$ cat config.mk
export PLATFORM = sky130hd
export DESIGN_NAME = pong_game_ctrl
export DESIGN_NICKNAME = d
export VERILOG_FILES = /design/src/rtl/pong_pkg.sv /design/src/rtl/pong_hold_timer.sv /design/src/rtl/pong_game_ctrl.sv
export SDC_FILE = /design/constraint.sdc
export NUM_CORES = 1
export LEC_CHECK = 0
export BUFFER_PORTS_ARGS = -buffer_cell sky130_fd_sc_hd__buf_4
export CAP_MARGIN = 20
export CORE_ASPECT_RATIO = 0.9
export CORE_MARGIN = 10
export CORE_UTILIZATION = 54
export CTS_CLUSTER_SIZE = 30
export DETAILED_ROUTE_END_ITERATION = 6
export GPL_TIMING_DRIVEN = 0
export PLACE_DENSITY = 0.77
export SLEW_MARGIN = 20
export SYNTH_ARGS = -nofsm -noshare
export SYNTH_HDL_FRONTEND = slang
export SYNTH_SLANG_ARGS = --single-unit
$ cat constraint.sdc
create_clock -name clk -period 2.4 [get_ports clk]
set_input_delay 0.36 -clock clk [delete_from_list [all_inputs] [get_ports clk]]
set_output_delay 0.36 -clock clk [all_outputs]
set_load 0.02 [all_outputs]
$ cat src/rtl/pong_pkg.sv
// pong_pkg: shared game state encodings, BCD width and score increment helper.
package pong_pkg;
  typedef enum logic [1:0] {
    NEWGAME = 2'd0,
    PLAY    = 2'd1,
    NEWBALL = 2'd2,
    OVER    = 2'd3
  } game_state_t;
  localparam int BCD_W = 4;
  // Two-digit BCD increment that wraps 99 back to 00.
  function automatic logic [2*BCD_W-1:0] bcd_inc(input logic [2*BCD_W-1:0] s);
    logic [BCD_W-1:0] d1, d0;
    d1 = s[2*BCD_W-1:BCD_W];
    d0 = s[BCD_W-1:0];
    return (d0 != 4'd9) ? {d1, d0 + 4'd1} : {(d1 == 4'd9) ? 4'd0 : d1 + 4'd1, 4'd0};
  endfunction
endpackage

$ cat src/rtl/pong_hold_timer.sv
// pong_hold_timer: frame-counting hold timer; timer_up once HOLD_FRAMES frames elapse after load.
module pong_hold_timer #(
  parameter int HOLD_FRAMES = 120
) (
  input  logic clk,
  input  logic reset_n,
  input  logic load,
  input  logic refr_tick,
  output logic timer_up
);
  logic [7:0] count;
  assign timer_up = count == 8'd0;
  always_ff @(posedge clk or negedge reset_n)
    if (!reset_n) count <= 8'd0;
    else if (load) count <= 8'(HOLD_FRAMES);
    else if (refr_tick && !timer_up) count <= count - 8'd1;
endmodule

$ cat src/rtl/pong_game_ctrl.sv
// pong_game_ctrl: pong game flow FSM with ball counting and two-digit BCD score.
module pong_game_ctrl
  import pong_pkg::*;
#(
  parameter int BALLS       = 3,
  parameter int HOLD_FRAMES = 120
) (
  input  logic             clk,
  input  logic             reset_n,
  input  logic [1:0]       btn_tick,
  input  logic             refr_tick,
  input  logic             hit,
  input  logic             miss,
  output logic             graph_still,
  output logic [1:0]       game_state,
  output logic [1:0]       ball_cnt,
  output logic [BCD_W-1:0] score_d1,
  output logic [BCD_W-1:0] score_d0
);
  game_state_t state;
  logic load, timer_up;
  assign load = (state == PLAY) && miss;
  assign graph_still = state != PLAY;
  assign game_state = state;
  pong_hold_timer #(.HOLD_FRAMES(HOLD_FRAMES)) u_timer (
    .clk(clk),
    .reset_n(reset_n),
    .load(load),
    .refr_tick(refr_tick),
    .timer_up(timer_up)
  );
  always_ff @(posedge clk or negedge reset_n)
    if (!reset_n) begin
      state    <= NEWGAME;
      ball_cnt <= 2'(BALLS);
      score_d1 <= '0;
      score_d0 <= '0;
    end else begin
      case (state)
        NEWGAME: if (|btn_tick) begin
          state    <= PLAY;
          ball_cnt <= 2'(BALLS - 1);
        end
        // A miss overrides a coincident hit, so the hit never scores.
        PLAY: if (miss) begin
          state    <= (ball_cnt == 2'd0) ? OVER : NEWBALL;
          ball_cnt <= (ball_cnt == 2'd0) ? ball_cnt : ball_cnt - 2'd1;
        end else if (hit) {score_d1, score_d0} <= bcd_inc({score_d1, score_d0});
        NEWBALL: if (timer_up && |btn_tick) state <= PLAY;
        OVER: if (timer_up) begin
          state    <= NEWGAME;
          ball_cnt <= 2'(BALLS);
          score_d1 <= '0;
          score_d0 <= '0;
        end
        default: state <= NEWGAME;
      endcase
    end
endmodule
==> qor.csv, run 1 <==
stage,metric,value,unit
global_route,initial antenna violation count,0,
synth,Synth Register Bits,20,
cells_and_area,layout cell share with drive strength beyond 1,0.247,
drt,DRT antenna net count,0,
run_status,status,finished clean,
timing,Setup-failing EPs final,0,
place,dpl hpwl,2040,um
global_route,largest net degree at the start of global routing,21,
synth,Post-synth EDFFs,0,
timing,relative slew slack,0.528,
floorplanning,Initial Util,0.591,
floorplanning,die height,64.3,um
drt,met3 WL,171,um
cts,clock buffer depth,2,
synth,synthesized area,0.00118,sq mm
global_route,vias in the first global route,1033,
synth,post-synthesis net count,136,
setup_path,CP endpoint kind,flip-flop,
timing,f_max,0.475,GHz
synth,Simple-Gate Fraction of Synth Area,0.262,
synth,largest family of logic cells by synthesized area,simple AND/OR/NAND/NOR gates,
synth,xor/xnor cell area share of the yosys netlist,0.0298,
synth,number of distinct library cells after synthesis,41,
cells_and_area,NumNets Final,161,
timing,fin crit share,0.877,
synth,Post-Synth Adder-Cell Area,0.0745,
global_route,first-pass GRT wire length,4790,um
pwr,Worst IR Drop VDD,0.000835,V
pwr,PwrDens,1000,mW/mm^2
setup_path,kind of critical path,reg -> reg,
setup_path,CP required,2.63,ns
drt,final WL,2650,um
drt,routed vias/inst,5.74,
synth,"area leader, netlist",dfrtp_1,
floorplanning,die width,69.2,um
synth,post-synthesis mux area share,0.0266,
synth,most frequent cell after synthesis,dfrtp_1,
timing,setup TNS,0,ns
floorplanning,Ports,20,
cts,clock sink count,20,
cts,Root Driver,clkbuf_4,
drt,Post-route DRC,0,
global_route,grt total ovfl,0,
timing,Worst Clk Skew,0.0211,ns
cts,CTS tree,yes,
drt,top layer in use,met4,
place,area post-placement,0.00135,sq mm
cells_and_area,FILL cells,166,
timing,crit path time final,2.10,ns
synth,Synth Flop Type,dfrtp_1,
drt,Routed wire per std cell,15.5,um
setup_path,crit start category,flip-flop,
drt,DRT met1 WL,1220,um
place,port bufs,19,
setup_path,CP Data Arrival Time,2.33,ns
drt,met2 wire len,1230,um
synth,top post-synthesis cells by area,"dfrtp_1, ha_1, dfstp_2, o21ai_0, nand2_1",
floorplanning,core area,0.00199,sq mm
timing,"Hold Vio Cnt, Final",0,
cts,worst skew pair latency,0.32,ns
synth,area fraction in compound gates after synthesis,0.137,
setup_path,maximum fanout along the worst path,5,
hold_path,hold crit path type,in -> reg,
synth,async set-reset flop share out of synthesis,1.00,
cts,Max H-tree Level,1,
synth,Post-Syn Instances,122,
flow_run,max-cap violations,0,
cells_and_area,Layout area overhead,17.9,%
synth,synthesized area per cell,9.64,sq um
pwr,Leak,0.607,nW
timing,RSZ-0062 raised after global routing,no,
cts,Num CTS Buffers,3,
global_route,Global Route Usage Sum,0.125,
synth,post-synth top area share,0.383,
timing,fin. max-slew vios,0,
drt,drt first-iter violations,60,
cells_and_area,n_diodes,0,
synth,yosys warns,0,
floorplanning,Std-Cell Rows,15,
timing,Worst-Margin Slew,0.701,ns
drt,via count,982,
cts,clock-pin slew on the worst setup and hold paths,0.12,ns
synth,top post-synthesis cells by count,"dfrtp_1, nand2_1, o21ai_0",
cells_and_area,Final Cell Area,0.00139,sq mm
floorplanning,die area,0.00445,sq mm
synth,"Seq/Total Area, Yosys",0.428,
drt,Pre-antenna DRT Iters,4,
place,routability cong.,0.774,
-- worst paths after layout --
kind / startpoint / endpoint / slack [ns] / depth (start not counted)
max reg2reg: u_timer.count[0] / score_d1[3] / 0.30 / 6
max in group asynchronous: reset_n / ball_cnt[1] / 1.67 / 2
min: miss / score_d0[3] / 0.43 / 4
max: u_timer.count[0] / score_d1[3] / 0.30 / 6
min reg2reg: score_d0[3] / score_d0[3] / 0.53 / 1
min in group asynchronous: reset_n / score_d1[2] / 0.44 / 2
-- power breakdown --
part	internal, W	switching, W	leakage [nW]
Combinational	0.000278	0.000351	0.355
Clock	0.0000650	0.000107	0.0150
Sequential	0.000464	0.000122	0.237
-- registers in the layout (all words and copies together), names as in the netlist --
register	flops
u_timer.count	8
score_d0	4
score_d1	4
ball_cnt	2
game_state	2
-- metal layers --
layer | track usage | up-vias
met5 | 0 | -
met4 | 0.0377 | 0
met3 | 0.0525 | 5
met2 | 0.199 | 22
met1 | 0.150 | 462
li1 | - | 493
-- critical path, stage by stage, from the launching register on --
cell and delay (ns):
dfrtp_1 0.40, inv_1 0.11, ha_1 0.18, or3b_2 0.50, or3_4 0.44, a32o_1 0.22, a21o_1 0.17
-- per-stage QoR --
step	power [W]	setup WS (ns)	instances	hold slack, ns	util
after floorplan	0.00100	0.422	122	0.0644	-
after global placement	0.00118	0.315	166	0.253	0.679
after detailed placement	0.00122	0.305	166	0.255	0.679
after CTS	0.00140	0.277	171	0.425	0.697
after global routing	0.00152	0.164	171	0.452	0.697
final	0.00139	0.296	171	0.431	0.697
-- layout by cell type, fill, tap and decap left out, drive strengths merged, types with 3 or more instances in the layout --
cell	n
inv	7
nand3	7
clkbuf	5
dfrtp	18
or3b	3
buf	22
nor2	7
nor3	5
ha	7
nand2	11
a211oi	4
nor4	3
o21ai	9
xnor2	4
nand2b	3
-- layout make-up --
cell class / instances / area [sq um] / share of cell area
Sequential cell: 20 / 503 / 0.363
Clock buffer: 4 / 26.3 / 0.0190
Tap cell: 25 / 31.3 / 0.0226
Timing Repair Buffer: 20 / 153 / 0.110
Multi-Input combinational cell: 91 / 623 / 0.449
Buffer: 4 / 23.8 / 0.0171
Inverter: 7 / 26.3 / 0.0190
-- what timing repair did --
item / CTS / global route
hold buffers: 1 / 0
gates resized for setup: 0 / 0
hold endpoints to repair: 18 / 0
buffers inserted: 0 / 0
-- cells by family after synthesis --
group	count (synthesis)
simple gates	53
compound gates	24
flops	20
buf+inv	11
fa+ha+maj	7
xor+xnor	4
mux	3
Note: power is estimated with default switching activity, not from simulation.
==> inputs of run 2 (changes only) <==
--- a/config.mk
+++ b/config.mk
@@ -14,6 +14,7 @@
 export DETAILED_ROUTE_END_ITERATION = 6
 export GPL_TIMING_DRIVEN = 0
 export PLACE_DENSITY = 0.77
+export SETUP_SLACK_MARGIN = 0.5
 export SLEW_MARGIN = 20
 export SYNTH_ARGS = -nofsm -noshare
 export SYNTH_HDL_FRONTEND = slang
==> qor.csv, run 2 (synthesis gave the netlist of run 1 again) <==
stage,metric,value,unit,change
cells_and_area,Post-Layout Cell Count,179,,+4.7%
setup_path,maximum fanout along the worst path,6,,+1
timing,Setup-failing EPs final,0,,unchanged
place,DP Cell Count,166,,unchanged
run_status,status,finished clean,,
global_route,first-pass GRT wire length,4770,um,-0.44%
floorplanning,Ports,20,,unchanged
drt,final WL,2760,um,+4.1%
cells_and_area,NumNets Final,169,,+5.0%
pwr,clock group share of total power,0.128,,+0.004
setup_path,"Max stage delay cell, worst path",or4_4,,
hold_path,hold path cells,4,,unchanged
floorplanning,Initial Util,0.591,,unchanged
pwr,PwrDens,1000,mW/mm^2,+0.31%
floorplanning,core area,0.00199,sq mm,unchanged
pwr,sequential power share,0.382,,-0.040
cts,Root Driver,clkbuf_4,,
flow_run,max-cap violations,0,,unchanged
place,port bufs,19,,unchanged
timing,setup TNS,0,ns,unchanged
timing,f_max,0.523,GHz,+10%
setup_path,reg2reg path depth,5,,-1
cts,Num CTS Buffers,3,,unchanged
cells_and_area,"most common cell after layout, fill and taps aside",buf_4,,
global_route,initial antenna violation count,0,,unchanged
cts,worst skew pair latency,0.30,ns,-0.02 ns
cts,Max H-tree Level,1,,unchanged
floorplanning,Std-Cell Rows,15,,unchanged
timing,RSZ-0062 raised after global routing,yes,,
setup_path,CP Data Arrival Time,2.11,ns,-0.22 ns
timing,fin. max-slew vios,0,,unchanged
setup_path,crit start category,flip-flop,,
cells_and_area,fin util,0.762,,+0.0654
cells_and_area,Largest regs,"u_timer.count (8), score_d0 (4), score_d1 (4)",,
cts,CTS tree,yes,,
pwr,Cell Int Power,0.000907,W,+12%
global_route,Global Route Usage Sum,0.124,,-0.000558
cells_and_area,Layout area overhead,28.9,%,
setup_path,slowest cell delay on critical path,0.53,ns,+0.03 ns
hold_path,hold crit path type,in -> reg,,
cells_and_area,"commonest non-fill, non-tap cells in the layout","buf_4, dfrtp_1, nand2_1",,
drt,routed vias/inst,5.74,,about the same
global_route,vias in the first global route,1078,,+4.4%
cells_and_area,"Most flops, register",u_timer.count,,
drt,Pre-antenna DRT Iters,4,,unchanged
timing,crit path time final,1.91,ns,-0.192 ns
pwr,Worst IR Drop VDD,0.000766,V,-8.2%
drt,Routed wire per std cell,15.4,um,-0.54%
place,dpl hpwl,1940,um,-4.9%
setup_path,Buf/Inv on CP,2,,+1
setup_path,CP required,2.60,ns,-0.03 ns
place,routability cong.,0.807,,+4.3%
pwr,Leak,0.683,nW,+12%
cts,clock sink count,20,,unchanged
cells_and_area,FILL cells,144,,-13%
cts,clock buffer depth,2,,unchanged
global_route,largest net degree at the start of global routing,21,,unchanged
timing,Worst-Margin Slew,0.667,ns,-0.0340 ns
cells_and_area,n_diodes,0,,unchanged
setup_path,Top delay family on crit path,simple AND/OR/NAND/NOR gates,,
cells_and_area,layout cell share with drive strength beyond 1,0.351,,+0.104
setup_path,Crit path top cell by count,buf_6,,
timing,"Hold Vio Cnt, Final",0,,unchanged
setup_path,crit path cell chain,or4_4 -> buf_6 -> or3_4 -> buf_6 -> a31o_2,,
floorplanning,die height,64.3,um,unchanged
cells_and_area,max reg flops,8,,unchanged
timing,fin crit share,0.797,,-0.0799
setup_path,kind of critical path,reg -> reg,,
global_route,grt total ovfl,0,,unchanged
drt,via count,1027,,+4.6%
drt,DRT antenna net count,0,,unchanged
timing,relative slew slack,0.551,,+0.0229
timing,Worst Clk Skew,0.00173,ns,-0.0194 ns
floorplanning,die area,0.00445,sq mm,unchanged
floorplanning,die width,69.2,um,unchanged
drt,drt first-iter violations,46,,-23%
drt,Post-route DRC,0,,unchanged
pwr,combinational power share,0.490,,+0.037
pwr,switch share,0.404,,-0.0140
setup_path,critical path depth in cells,5,,-1
cts,clock-pin slew on the worst setup and hold paths,0.11,ns,about the same
setup_path,CP endpoint kind,flip-flop,,
setup_path,register-to-register setup slack,0.49,ns,+0.19 ns
pwr,switching pwr,0.000615,W,+6.1%
## run 2: metrics by stage
| step | hold slack, ns | total power [W] | worst slack [ns] | cell area (sq um) |
|---|---|---|---|---|
| 3_5_place_dp | 0.255 | 0.00121 | 0.405 | 1350 |
| 4_1_cts | 0.421 | 0.00149 | 0.468 | 1470 |
| 6_report | 0.416 | 0.00152 | 0.488 | 1520 |
| 5_1_grt | 0.411 | 0.00166 | 0.401 | 1520 |
| 3_3_place_gp | 0.253 | 0.00119 | 0.407 | 1350 |
| 2_1_floorplan | 0.0644 | 0.00100 | 0.488 | 1180 |
## run 2: worst paths after layout
check / start / endpoint
setup / recovery: u_timer.count[3] / score_d1[1]
min in group asynchronous: reset_n / score_d1[2]
max in group asynchronous: reset_n / ball_cnt[1]
setup reg to reg: u_timer.count[3] / score_d1[1]
hold reg to reg: score_d0[3] / score_d0[3]
hold / removal: miss / score_d0[3]
## run 2: tightest hold or removal path, stage by stage
cell      delay, ns
buf_4          0.12
nor4bb_4       0.06
nand4_1        0.09
o21ai_1        0.06
## run 2: layout make-up
cell class | instances | area, sq um | share of cell area
multi-input combinational | 91 | 672 | 0.443
sequential | 20 | 503 | 0.332
timing repair buffer | 28 | 216 | 0.143
clock buffer | 4 | 36.3 | 0.0239
buffer | 4 | 31.3 | 0.0206
tap | 25 | 31.3 | 0.0206
inverter | 7 | 26.3 | 0.0173
## run 2: repair_timing
item | 4_1_cts | 5_1_grt
hold buffers | 1 | 0
setup buffers | 7 | 1
endpoints found under the setup margin | 4 | 14
gates resized for setup | 7 | 10
pin swaps | 4 | 4
hold endpoints to repair | 18 | 0
## run 2: power by group through the flow
stage               Clock, W  Combinational [W]  Sequential (W)
floorplan                  0           0.000368        0.000636
finish              0.000195           0.000746        0.000581
global route        0.000219           0.000843        0.000600
detailed placement         0           0.000625        0.000590
CTS                 0.000203           0.000711        0.000574
global placement           0           0.000610        0.000578
## run 2: layer usage
metal,share of wire,track usage
met1,0.47,0.154
met3,0.048,0.0463
met4,0.0094,0.0226
met5,0,0
met2,0.47,0.203
